==> config.mk <==
export PLATFORM = sky130hd
export DESIGN_NAME = core_seq_ctrl
export DESIGN_NICKNAME = d
export VERILOG_FILES = /design/src/rtl/core_ctrl_pkg.sv /design/src/rtl/core_seq_perf.sv /design/src/rtl/core_seq_ctrl.sv
export SDC_FILE = /design/constraint.sdc
export NUM_CORES = 1
export LEC_CHECK = 0
export ABC_CLOCK_PERIOD_IN_PS = 1500
export CORE_MARGIN = 5
export CORE_UTILIZATION = 30
export CTS_CLUSTER_SIZE = 14
export DETAILED_ROUTE_END_ITERATION = 8
export PLACE_DENSITY = 0.86
export SYNTH_ARGS = -nofsm -noshare
export SYNTH_HDL_FRONTEND = slang
export SYNTH_SLANG_ARGS = --single-unit
==> constraint.sdc <==
create_clock -name clk -period 1.5 [get_ports clk]
set_input_delay 0.45 -clock clk [delete_from_list [all_inputs] [get_ports clk]]
set_output_delay 0.45 -clock clk [all_outputs]
set_load 0.05 [all_outputs]
==> src/rtl/core_ctrl_pkg.sv <==
// Shared definitions for the RV32 multi-cycle sequencer: state encoding,
// timeout default and performance counter widths.
package core_ctrl_pkg;

  typedef enum logic [2:0] {
    ST_IDLE       = 3'd0,
    ST_FETCH_REQ  = 3'd1,
    ST_FETCH_WAIT = 3'd2,
    ST_EXEC       = 3'd3,
    ST_MEM_REQ    = 3'd4,
    ST_MEM_WAIT   = 3'd5,
    ST_WB         = 3'd6,
    ST_HALT       = 3'd7
  } ctrl_state_e;

  localparam int TIMEOUT_CYCLES_DEF = 255;

  localparam int PERF_CYCLE_W   = 64;
  localparam int PERF_INSTRET_W = 64;
  localparam int PERF_STALL_W   = 32;

  // Width of a counter that must hold 0..cycles; never narrower than 1 bit.
  function automatic int to_width(input int cycles);
    int w;
    w = $clog2(cycles + 1);
    return (w < 1) ? 1 : w;
  endfunction

endpackage

==> src/rtl/core_seq_perf.sv <==
// Optional sequencer performance counters: active cycles, retired
// instructions and saturating memory-stall cycles.
module core_seq_perf
  import core_ctrl_pkg::*;
(
  input  logic                      clk,
  input  logic                      rst,
  input  ctrl_state_e               state,
  input  logic                      wb_pulse,
  output logic [PERF_CYCLE_W-1:0]   perf_cycle,
  output logic [PERF_INSTRET_W-1:0] perf_instret,
  output logic [PERF_STALL_W-1:0]   perf_mem_stall
);

  logic active;
  logic in_mem;

  always_comb begin
    active = (state != ST_IDLE) && (state != ST_HALT);
    in_mem = (state == ST_MEM_REQ) || (state == ST_MEM_WAIT);
  end

  always_ff @(posedge clk or posedge rst) begin
    if (rst) begin
      perf_cycle     <= '0;
      perf_instret   <= '0;
      perf_mem_stall <= '0;
    end else begin
      if (active) begin
        perf_cycle <= perf_cycle + PERF_CYCLE_W'(1);
      end
      if (wb_pulse) begin
        perf_instret <= perf_instret + PERF_INSTRET_W'(1);
      end
      if (in_mem && (perf_mem_stall != '1)) begin
        perf_mem_stall <= perf_mem_stall + PERF_STALL_W'(1);
      end
    end
  end

endmodule

==> src/rtl/core_seq_ctrl.sv <==
// RV32 multi-cycle sequencer: fetch, execute, memory and writeback control
// with bus-response timeouts. Define CTRL_PERF_CNT_EN for performance counters.
module core_seq_ctrl
  import core_ctrl_pkg::*;
#(
  parameter int TIMEOUT_CYCLES = TIMEOUT_CYCLES_DEF
) (
  input  logic                      clk,
  input  logic                      rst,
  output logic                      ifu_req_valid,
  input  logic                      ifu_req_ready,
  input  logic                      ifu_resp_valid,
  input  logic                      ifu_resp_err,
  output logic                      inst_latch_en,
  input  logic                      dec_mem_rd_en,
  input  logic                      dec_mem_wr_en,
  input  logic                      dec_w_en,
  input  logic                      dec_w_csr_en,
  input  logic                      dec_halt,
  output logic                      lsu_req_valid,
  input  logic                      lsu_req_ready,
  input  logic                      lsu_resp_valid,
  input  logic                      lsu_resp_err,
  output logic                      rf_we,
  output logic                      csr_we,
  output logic                      pc_we,
  output logic                      halted,
  output logic                      bus_err,
  output logic [2:0]                state_o,
  output logic [PERF_CYCLE_W-1:0]   perf_cycle,
  output logic [PERF_INSTRET_W-1:0] perf_instret,
  output logic [PERF_STALL_W-1:0]   perf_mem_stall
);

  localparam int TO_W = to_width(TIMEOUT_CYCLES);
  localparam logic [TO_W-1:0] TO_MAX = TO_W'(TIMEOUT_CYCLES);

  ctrl_state_e     state;
  logic [TO_W-1:0] to_cnt;
  logic [TO_W-1:0] to_nxt;
  logic            to_expired;
  logic            resp_valid;
  logic            resp_err;

  // Both wait states share one counter and one response path.
  always_comb begin
    resp_valid = (state == ST_FETCH_WAIT) ? ifu_resp_valid : lsu_resp_valid;
    resp_err   = (state == ST_FETCH_WAIT) ? ifu_resp_err   : lsu_resp_err;
    to_nxt     = (to_cnt == TO_MAX) ? to_cnt : to_cnt + TO_W'(1);
    to_expired = (TIMEOUT_CYCLES != 0) && (to_nxt == TO_MAX);
  end

  always_ff @(posedge clk or posedge rst) begin
    if (rst) begin
      state   <= ST_IDLE;
      to_cnt  <= '0;
      bus_err <= 1'b0;
    end else begin
      case (state)
        ST_IDLE: state <= ST_FETCH_REQ;
        ST_FETCH_REQ: begin
          if (ifu_req_ready) begin
            state  <= ST_FETCH_WAIT;
            to_cnt <= '0;
          end
        end
        ST_MEM_REQ: begin
          if (lsu_req_ready) begin
            state  <= ST_MEM_WAIT;
            to_cnt <= '0;
          end
        end
        ST_FETCH_WAIT, ST_MEM_WAIT: begin
          if (resp_valid) begin
            if (resp_err) begin
              state   <= ST_HALT;
              bus_err <= 1'b1;
            end else begin
              state <= (state == ST_FETCH_WAIT) ? ST_EXEC : ST_WB;
            end
          end else begin
            to_cnt <= to_nxt;
            if (to_expired) begin
              state   <= ST_HALT;
              bus_err <= 1'b1;
            end
          end
        end
        ST_EXEC: begin
          if (dec_halt) begin
            state <= ST_HALT;
          end else if (dec_mem_rd_en && dec_mem_wr_en) begin
            state   <= ST_HALT;
            bus_err <= 1'b1;
          end else if (dec_mem_rd_en || dec_mem_wr_en) begin
            state <= ST_MEM_REQ;
          end else begin
            state <= ST_WB;
          end
        end
        ST_WB:   state <= ST_FETCH_REQ;
        ST_HALT: state <= ST_HALT;
        default: state <= ST_HALT;
      endcase
    end
  end

  // The IR capture strobe must fire in the response cycle itself so the
  // decoder sees the new word in EXEC; it is therefore gated by the response.
  always_comb begin
    ifu_req_valid = (state == ST_FETCH_REQ);
    lsu_req_valid = (state == ST_MEM_REQ);
    inst_latch_en = (state == ST_FETCH_WAIT) && ifu_resp_valid && !ifu_resp_err;
    pc_we         = (state == ST_WB);
    rf_we         = (state == ST_WB) && dec_w_en;
    csr_we        = (state == ST_WB) && dec_w_csr_en;
    halted        = (state == ST_HALT);
    state_o       = state;
  end

`ifdef CTRL_PERF_CNT_EN
  core_seq_perf u_perf (
    .clk            (clk),
    .rst            (rst),
    .state          (state),
    .wb_pulse       (pc_we),
    .perf_cycle     (perf_cycle),
    .perf_instret   (perf_instret),
    .perf_mem_stall (perf_mem_stall)
  );
`else
  assign perf_cycle     = '0;
  assign perf_instret   = '0;
  assign perf_mem_stall = '0;
`endif

endmodule

==> results.json, run 1 <==
{
  "status": "finished, violations left",
  "violations": "setup timing",
  "viasPerCell": 3.63,
  "dr.pass1.iters": 4,
  "skew_ps": 5.91,
  "routed_wl_mm": 4.93,
  "gp_congestion": 0.943,
  "clkTransAtPathRegs_ps": 60,
  "slew_violations": 0,
  "yosysUniqueCellTypes": 46,
  "intPower_mw": 1.40,
  "layout-drive-gt1-share": 0.306,
  "grt_antenna_before_repair": 0,
  "wl_per_cell_um": 10.9,
  "whs_ps": 509,
  "path_max_fanout": 4,
  "crit_end": "lsu_req_valid",
  "grt_setup_unrepaired": "yes",
  "p_comb_frac": 0.735,
  "yosysSeqAreaShare": 0.136,
  "pin_count": 184,
  "p_sw_mw": 1.75,
  "p_sw_frac": 0.556,
  "rows": 31,
  "synth-async-reset-ratio": 1.00,
  "cts-root-buf": "clkbuf_8",
  "p_clk_frac": 0.116,
  "route.detailed.drc": 0,
  "p_seq_frac": 0.149,
  "design_area_sq_um": 2690,
  "syn_inst": 282,
  "yosys.area.top_type_share": 0.546,
  "yosysWarnings": 0,
  "rr_startpoint": "to_cnt[0]$_DFFE_PP0P_",
  "syn_area_sq_um": 2210,
  "grt_overflow": 0,
  "synth_seq_cells": 12,
  "worst_slack_ps": -295,
  "yosysTopAreaCell": "buf_4",
  "place_hpwl_mm": 3.80,
  "peakVddDrop_v": 0.000339,
  "fin_nets": 369,
  "setup_viol": 22,
  "fp.dieH_um": 95.9,
  "reg2reg_to": "state_o[2]$_DFFE_PP0P_",
  "worstHoldPathType": "in -> async",
  "max_freq_mhz": 557,
  "synth_area_leaders": "buf_4 (55%), dfrtp_1 (14%), a21oi_1 (2.0%)",
  "via_count": 1642,
  "grt_pass1_vias": 1438,
  "cts_htree_levels": 1,
  "grt_pass1_wl_mm": 6.69,
  "syn_to_final_growth_pct": 21.4,
  "syn_avg_cell_area_sq_um": 7.84,
  "grt_start_max_net_pins": 13,
  "port_buffers": 23,
  "grt.total_usage": 0.0898,
  "required_ps": 1050,
  "die_w_um": 95.9,
  "worstSetupEndpointType": "primary output",
  "synth-edff-count": 0,
  "tritoncts_num_sinks": 12,
  "dieArea_sq_um": 9190,
  "timing.final.crit_period_ps": 1790,
  "nFillCells": 722,
  "hold_viol_final": 0,
  "rrSetupSlack_ps": -280,
  "powerDensity_nw_per_um2": 1170,
  "crit_start": "state_o[1]$_DFFE_PP0P_",
  "drv_cap": 0,
  "p_leak_nw": 1.39,
  "ff2ff_path_depth": 6,
  "insertion_delay_ps": 250,
  "crit_type": "reg -> out",
  "start_util": 0.307,
  "synth_ff_type": "dfrtp_1",
  "drt_iter0_drc": 71,
  "cts_buffers": 3,
  "start_kind": "flop",
  "fin_crit_sh": 1.20,
  "coreArea_sq_um": 7210,
  "ant_nets": 0,
  "dpl_cell_area_sq_um": 2330,
  "antenna_cells": 0,
  "clockBufferDepth": 2,
  "cts_tree": "built",
  "arrival_ps": 1340
}
-- power groups by stage --
stage	logic, mW	registers [mW]	clock network (mW)
6_report	2.31	0.469	0.364
5_1_grt	2.43	0.474	0.382
4_1_cts	2.23	0.463	0.368
3_5_place_dp	1.99	0.452	0
3_3_place_gp	1.96	0.448	0
2_1_floorplan	1.80	0.503	0
-- per-layer routing --
layer,GRT usage,share of wire,vias up
met3,0.0242,0.13,8
met2,0.175,0.54,122
met1,0.0910,0.31,765
li1,-,-,747
met5,0,0,-
met4,0.0284,0.018,0
-- how the worst min path moves through the flow --
stage,endpoint,depth (start not counted),slack (ps)
2_1_floorplan,bus_err$_DFFE_PP0P_,1,310
3_3_place_gp,bus_err$_DFFE_PP0P_,1,580
3_5_place_dp,bus_err$_DFFE_PP0P_,1,590
4_1_cts,to_cnt[6]$_DFFE_PP0P_,3,510
5_1_grt,to_cnt[6]$_DFFE_PP0P_,3,550
6_report,state_o[2]$_DFFE_PP0P_,3,510
-- cells in the mapped netlist, types with 2 or more instances --
master / count
and2_1: 2
ha_1: 2
inv_1: 8
nand2_1: 12
buf_4: 161
nand3_1: 3
a41oi_1: 2
a31o_2: 2
nand4_1: 2
clkbuf_2: 2
a21oi_1: 9
dfrtp_1: 12
a211oi_1: 2
buf_6: 4
o21a_1: 2
nor2b_1: 2
and3_2: 2
o21ai_0: 7
nor2_1: 12
and3_1: 3
a31oi_1: 3
nand2b_1: 4
-- sequential cells by signal, indices dropped and copies added (netlist names) --
signal   cells
state_o      3
bus_err      1
to_cnt       8
-- kinds of logic (layout without fill, tap and decap cells) --
| group | Yosys count | after routing | share of synthesized area |
|---|---|---|---|
| compound gates | 39 | 39 | 0.130 |
| mux | 1 | 1 | 0.00453 |
| flops | 12 | 12 | 0.136 |
| simple gates | 49 | 49 | 0.120 |
| other cells | 1 | 160 | 0.00170 |
| xor+xnor | 1 | 1 | 0.00396 |
| buf+inv | 177 | 89 | 0.593 |
| fa+ha+maj | 2 | 2 | 0.0113 |
-- timing repair --
item | CTS | global route
resized for setup | 37 | 5
endpoints found under the setup margin | 20 | 22
hold endpoints to repair | 0 | 0
buffers inserted | 12 | 8
hold buffers | 0 | 0
pin swaps | 11 | 9
-- stage by stage --
| step | setup TNS [ps] | std cells | power, mW | utilization | setup WS, ps |
|---|---|---|---|---|---|
| 6_report | -4040 | 452 | 3.14 | 0.372 | -295 |
| 5_1_grt | -5100 | 452 | 3.29 | 0.372 | -357 |
| 4_1_cts | -4120 | 446 | 3.06 | 0.364 | -304 |
| 3_5_place_dp | -6780 | 430 | 2.44 | 0.323 | -567 |
| 3_3_place_gp | -6330 | 430 | 2.41 | 0.323 | -541 |
| 2_1_floorplan | -4120 | 441 | 2.30 | - | -341 |
-- layout make-up --
| class | count | area, sq um | share of cell area |
|---|---|---|---|
| Sequential cell | 12 | 304 | 0.113 |
| Multi-Input combinational cell | 252 | 1350 | 0.502 |
| Inverter | 8 | 33.8 | 0.0126 |
| Clock buffer | 4 | 55.1 | 0.0205 |
| Timing Repair Buffer | 77 | 822 | 0.306 |
| Tap cell | 99 | 124 | 0.0461 |
-- placed cells by master, fill, tap and decap left out, types with 2 or more instances in the layout --
cell             netlist  final
buf_12                 0     13
dfrtp_1               12      9
a211oi_2               0      2
nand4_1                2      2
clkdlybuf4s50_1        0     10
o21ai_0                7      6
nand2_1               12     11
buf_4                161     39
and3_2                 2      2
nor2_1                12     10
clkbuf_8               1      4
buf_6                  4     12
a31o_2                 2      2
conb_1                 1    160
dfrtp_2                0      3
inv_1                  8      7
nand2b_1               4      2
and2_4                 0      2
o21a_1                 2      2
a21oi_1                9      4
a31oi_1                3      2
a21oi_2                1      6
a41oi_1                2      2
and3_4                 0      2
nand3_1                3      3
nor2_4                 0      2
nand2b_4               0      2
-- worst max-delay path: stages (launching register included) --
cell	delay, ps
dfrtp_2	440
or3b_4	440
clkinvlp_4	100
buf_12	130
Power figures use the tool's default switching activity.
==> inputs of run 2 (changes only) <==
Settings changed: PLACE_DENSITY 0.86 to 0.83.
==> run 2 against run 1 <==
Cell count shrank 3.8%. Critical endpoint unchanged. Global-route usage is 0.93 points lower. Cell area decreased by 6.1%. Via count is 6.5% lower. The flow still finishes with violations (setup timing). Core utilization shrank 2.3 points. Critical path type unchanged.
==> results.json, run 2 (synthesis results as in run 1) <==
{
  "worst_slack_ps": -290,
  "crit_chain": "or3b_4, clkinvlp_4, buf_12",
  "clkTransAtPathRegs_ps": 50,
  "crit_type": "reg -> out",
  "place_hpwl_mm": 3.56,
  "grt_pass1_vias": 1374,
  "tns_ps": -4000,
  "worstSetupEndpointType": "primary output",
  "required_ps": 1050,
  "start_util": 0.307,
  "start_kind": "flop",
  "register_area_sq_um": 304,
  "timing.final.crit_period_ps": 1790,
  "nFillCells": 729,
  "grt_overflow": 0,
  "drv_cap": 0,
  "peakVddDrop_v": 0.000322,
  "grt_start_max_net_pins": 13,
  "grt_setup_unrepaired": "yes",
  "cp_slowest_cell": "dfrtp_2",
  "violations": "setup timing",
  "setup_viol": 19,
  "die_w_um": 95.9,
  "route.detailed.drc": 0,
  "cts_htree_levels": 1,
  "top_register": "to_cnt",
  "port_buffers": 23,
  "cts_hold_buf": 0,
  "worstHoldPathType": "in -> async",
  "finish.utilization": 0.349,
  "rows": 31,
  "powerDensity_nw_per_um2": 1200,
  "final_common_cell": "conb_1",
  "critical_path_buf_inv_count": 2,
  "dr.pass1.iters": 4,
  "ant_nets": 0,
  "stdcell_count": 435,
  "drt_iter0_drc": 75,
  "cts_buffers": 3,
  "grt_antenna_before_repair": 0,
  "path_delay_family": "flip-flops",
  "critPathMaxStageDelay_ps": 440,
  "clockBufferDepth": 2,
  "slew_violations": 0,
  "via_count": 1536,
  "skew_ps": 2.05,
  "pin_count": 184,
  "grt.total_usage": 0.0804,
  "path_max_fanout": 4,
  "insertion_delay_ps": 240,
  "final_cell_mix": "conb_1 (160), buf_4 (26), nand2_1 (11), buf_12 (11), buf_6 (11)",
  "dieArea_sq_um": 9190,
  "cts_tree": "built",
  "hold_viol_final": 0,
  "fp.dieH_um": 95.9,
  "layout-drive-gt1-share": 0.268,
  "coreArea_sq_um": 7210,
  "p_leak_nw": 1.30,
  "status": "finished, violations left",
  "gp_congestion": 0.853,
  "max_freq_mhz": 559,
  "multi_input_area_sq_um": 1350,
  "cts-root-buf": "clkbuf_8",
  "syn_to_final_growth_pct": 14.0,
  "viasPerCell": 3.53,
  "antenna_cells": 0,
  "grt_pass1_wl_mm": 5.84,
  "fin_nets": 352,
  "largest_reg_flops": 8,
  "tritoncts_num_sinks": 12,
  "placedCellCount": 425,
  "fin_crit_sh": 1.19,
  "arrival_ps": 1340,
  "wl_per_cell_um": 10.2,
  "routed_wl_mm": 4.46
}
-- run 2: layout make-up --
class                   instances  area share
multi-input cells             252       0.534
repair buffers                 60       0.261
flip-flops and latches         12       0.121
well taps                      99      0.0491
clock buffers                   4      0.0218
inverters                       8      0.0134
-- run 2: worst reg2reg max path: stages (launching register included) --
cell and delay, ps:
dfrtp_2 440, or3b_4 430, buf_4 160, o21a_1 120, o21bai_4 190, a21oi_2 80, a31o_2 210
-- run 2: path summary, 6_finish.rpt --
check | slack, ps | cells after the start | start | to
max | -290 | 3 | state_o[0]$_DFFE_PP0P_ | lsu_req_valid
min | 510 | 3 | rst | state_o[2]$_DFFE_PP0P_
max reg2reg | -250 | 6 | state_o[0]$_DFFE_PP0P_ | to_cnt[0]$_DFFE_PP0P_
min reg2reg | 560 | 1 | bus_err$_DFFE_PP0P_ | bus_err$_DFFE_PP0P_
max in group asynchronous | 810 | 3 | rst | state_o[1]$_DFFE_PP0P_
min in group clk | 560 | 1 | bus_err$_DFFE_PP0P_ | bus_err$_DFFE_PP0P_
-- run 2: metrics by stage --
stage | power [mW] | cell area [sq um] | setup slack [ps] | hold slack, ps
5_1_grt | 3.17 | 2520 | -325 | 548
4_1_cts | 2.95 | 2470 | -278 | 512
6_report | 3.03 | 2520 | -290 | 511
3_3_place_gp | 2.39 | 2290 | -522 | 568
2_1_floorplan | 2.30 | 2880 | -341 | 314
3_5_place_dp | 2.42 | 2290 | -548 | 563
-- run 2: repair_timing --
| action | CTS | global route |
|---|---|---|
| resized for setup | 25 | 8 |
| pin swaps | 12 | 9 |
| endpoints found under the setup margin | 19 | 19 |
| setup buffers | 4 | 2 |
-- run 2: metal layers --
metal	GRT usage	vias up	routed length (um)
met5	0	-	0
met4	0.0450	0	87
met3	0.0203	8	610
met2	0.146	111	2330
met1	0.0833	710	1430
li1	-	707	-
-- run 2: report_power, final --
| part | switching [mW] | internal, mW |
|---|---|---|
| combinational | 1.50 | 0.685 |
| clock | 0.125 | 0.232 |
| sequential | 0.100 | 0.392 |
==> inputs of run 3 (changes only) <==
Settings changed: ABC_CLOCK_PERIOD_IN_PS 1500 to 1700, CORE_UTILIZATION 30 to 33, PLACE_DENSITY 0.83 to 0.82.
Clock period 1.5 ns to 1.7 ns, I/O delays scaled along.
==> run 3 against run 2 <==
Via count fell by 0.65%. Cell area fell by 2.3%. Count of clock-buffer cells in the layout did not move. Power fell by 13%. Combinational power fell by 12%. Clock skew barely moved. Sequential share of layout area rose by 0.28 points. Hold slack improved by 59 ps. The flow still finishes with violations (setup timing).
==> results.json, run 3 (synthesis results as in run 1) <==
{
  "status": "finished, violations left",
  "violations": "setup timing",
  "grt_setup_unrepaired": "yes",
  "arrival_ps": 1340,
  "cts_tree": "built",
  "via_count": 1526,
  "reg2reg_to": "state_o[2]$_DFFE_PP0P_",
  "p_clk_frac": 0.123,
  "cts-root-buf": "clkbuf_8",
  "worst_slack_ps": -153,
  "powerDensity_nw_per_um2": 1070,
  "port_buffers": 23,
  "holdCritStartpoint": "bus_err$_DFFE_PP0P_",
  "max_freq_mhz": 540,
  "rrSetupSlack_ps": -110,
  "timing.final.crit_period_ps": 1850,
  "critPathMaxStageDelay_ps": 440,
  "crit_type": "reg -> out",
  "start_util": 0.344,
  "drv_cap": 0,
  "multi_input_area_sq_um": 1350,
  "rr_startpoint": "to_cnt[1]$_DFFE_PP0P_",
  "pin_count": 184,
  "place_hpwl_mm": 3.54,
  "worst_slew_pin_slew_ps": 506,
  "final_cell_mix": "conb_1 (160), buf_4 (25), buf_12 (12), nor2_1 (10), nand2_1 (10)",
  "placedCellCount": 394,
  "slew_headroom": 0.662,
  "ff2ff_path_depth": 7,
  "cts_hold_buf": 0,
  "nFillCells": 628,
  "peakVddDrop_v": 0.000273,
  "p_sw_mw": 1.52,
  "p_seq_frac": 0.154,
  "p_sw_frac": 0.576,
  "p_leak_nw": 1.30,
  "wl_per_cell_um": 11.3,
  "hold_viol_final": 0,
  "path_max_fanout": 6,
  "setup_viol": 18,
  "grt_start_max_net_pins": 13,
  "cts_htree_levels": 1,
  "crit_chain": "buf_12, nand2b_4, nor3b_4, buf_12",
  "cp_slowest_cell": "dfrtp_2",
  "tns_ps": -943,
  "top_register": "to_cnt",
  "register_area_sq_um": 304,
  "viasPerCell": 3.73,
  "rows": 29,
  "layout-drive-gt1-share": 0.265,
  "die_w_um": 91.9,
  "fp.dieH_um": 91.9,
  "gp_congestion": 0.909,
  "hold_path_depth": 1,
  "grt_antenna_before_repair": 0,
  "path_common_cell": "buf_12",
  "critical_path_buf_inv_count": 2,
  "dr.pass1.iters": 4,
  "insertion_delay_ps": 250,
  "skew_ps": 2.35,
  "grt.total_usage": 0.0969,
  "final_common_cell": "conb_1",
  "syn_to_final_growth_pct": 11.4,
  "coreArea_sq_um": 6420,
  "grt_pass1_vias": 1462,
  "finish.utilization": 0.384,
  "grt_overflow": 0,
  "whs_endpoint": "bus_err$_DFFE_PP0P_",
  "clockBufferDepth": 2,
  "worstHoldPathType": "reg -> reg",
  "intPower_mw": 1.12,
  "fin_crit_sh": 1.09,
  "grt_pass1_wl_mm": 6.79,
  "dieArea_sq_um": 8440,
  "antenna_cells": 0,
  "tritoncts_num_sinks": 12,
  "largest_reg_flops": 8,
  "path_delay_family": "flip-flops",
  "start_kind": "flop",
  "route.detailed.drc": 0,
  "fin_nets": 348,
  "required_ps": 1190,
  "clkTransAtPathRegs_ps": 60,
  "worstSetupEndpointType": "primary output",
  "cts_buffers": 3,
  "routed_wl_mm": 4.64,
  "p_comb_frac": 0.723,
  "slew_violations": 0,
  "ant_nets": 0,
  "stdcell_count": 409,
  "drt_iter0_drc": 88
}
## run 3: through the flow
stage          instance area (sq um)  setup slack, ps  hold slack, ps  total power, mW
2_1_floorplan                   2870             -201             374             2.01
3_3_place_gp                    2190             -415             533             2.05
3_5_place_dp                    2190             -447             548             2.07
4_1_cts                         2430             -180             580             2.59
5_1_grt                         2460             -181             610             2.77
6_report                        2460             -153             570             2.65
## run 3: power groups by stage
| stage | logic (mW) | clock network, mW | registers [mW] |
|---|---|---|---|
| after floorplan | 1.57 | 0 | 0.444 |
| after global routing | 2.01 | 0.347 | 0.414 |
| after detailed placement | 1.66 | 0 | 0.410 |
| final | 1.91 | 0.325 | 0.407 |
| after global placement | 1.64 | 0 | 0.407 |
| after CTS | 1.85 | 0.338 | 0.404 |
## run 3: layout make-up
class,instances,area share
Inverter,8,0.0137
Multi-Input combinational cell,252,0.549
Tap cell,77,0.0391
Sequential cell,12,0.123
Timing Repair Buffer,56,0.253
Clock buffer,4,0.0223
## run 3: how the worst max path moves through the flow
stage	slack, ps	cells past startpoint	startpoint	to
3_3_place_gp	-410	4	ifu_resp_valid	inst_latch_en
2_1_floorplan	-200	3	state_o[2]$_DFFE_PP0P_	inst_latch_en
5_1_grt	-180	4	state_o[2]$_DFFE_PP0P_	inst_latch_en
6_report	-150	4	state_o[2]$_DFFE_PP0P_	inst_latch_en
4_1_cts	-180	4	state_o[2]$_DFFE_PP0P_	inst_latch_en
3_5_place_dp	-450	7	ifu_resp_valid	to_cnt[0]$_DFFE_PP0P_
## run 3: routing by layer
| metal | GRT usage | part of all wire |
|---|---|---|
| met4 | 0.0396 | 0.0088 |
| met5 | 0 | 0 |
| met2 | 0.186 | 0.53 |
| met1 | 0.0970 | 0.32 |
| met3 | 0.0278 | 0.13 |
## run 3: repair_timing
action | 4_1_cts | 5_1_grt
endpoints found under the setup margin | 18 | 20
pin swaps | 16 | 6
buffers inserted | 10 | 1
cloned | 1 | 0
resized for setup | 27 | 11
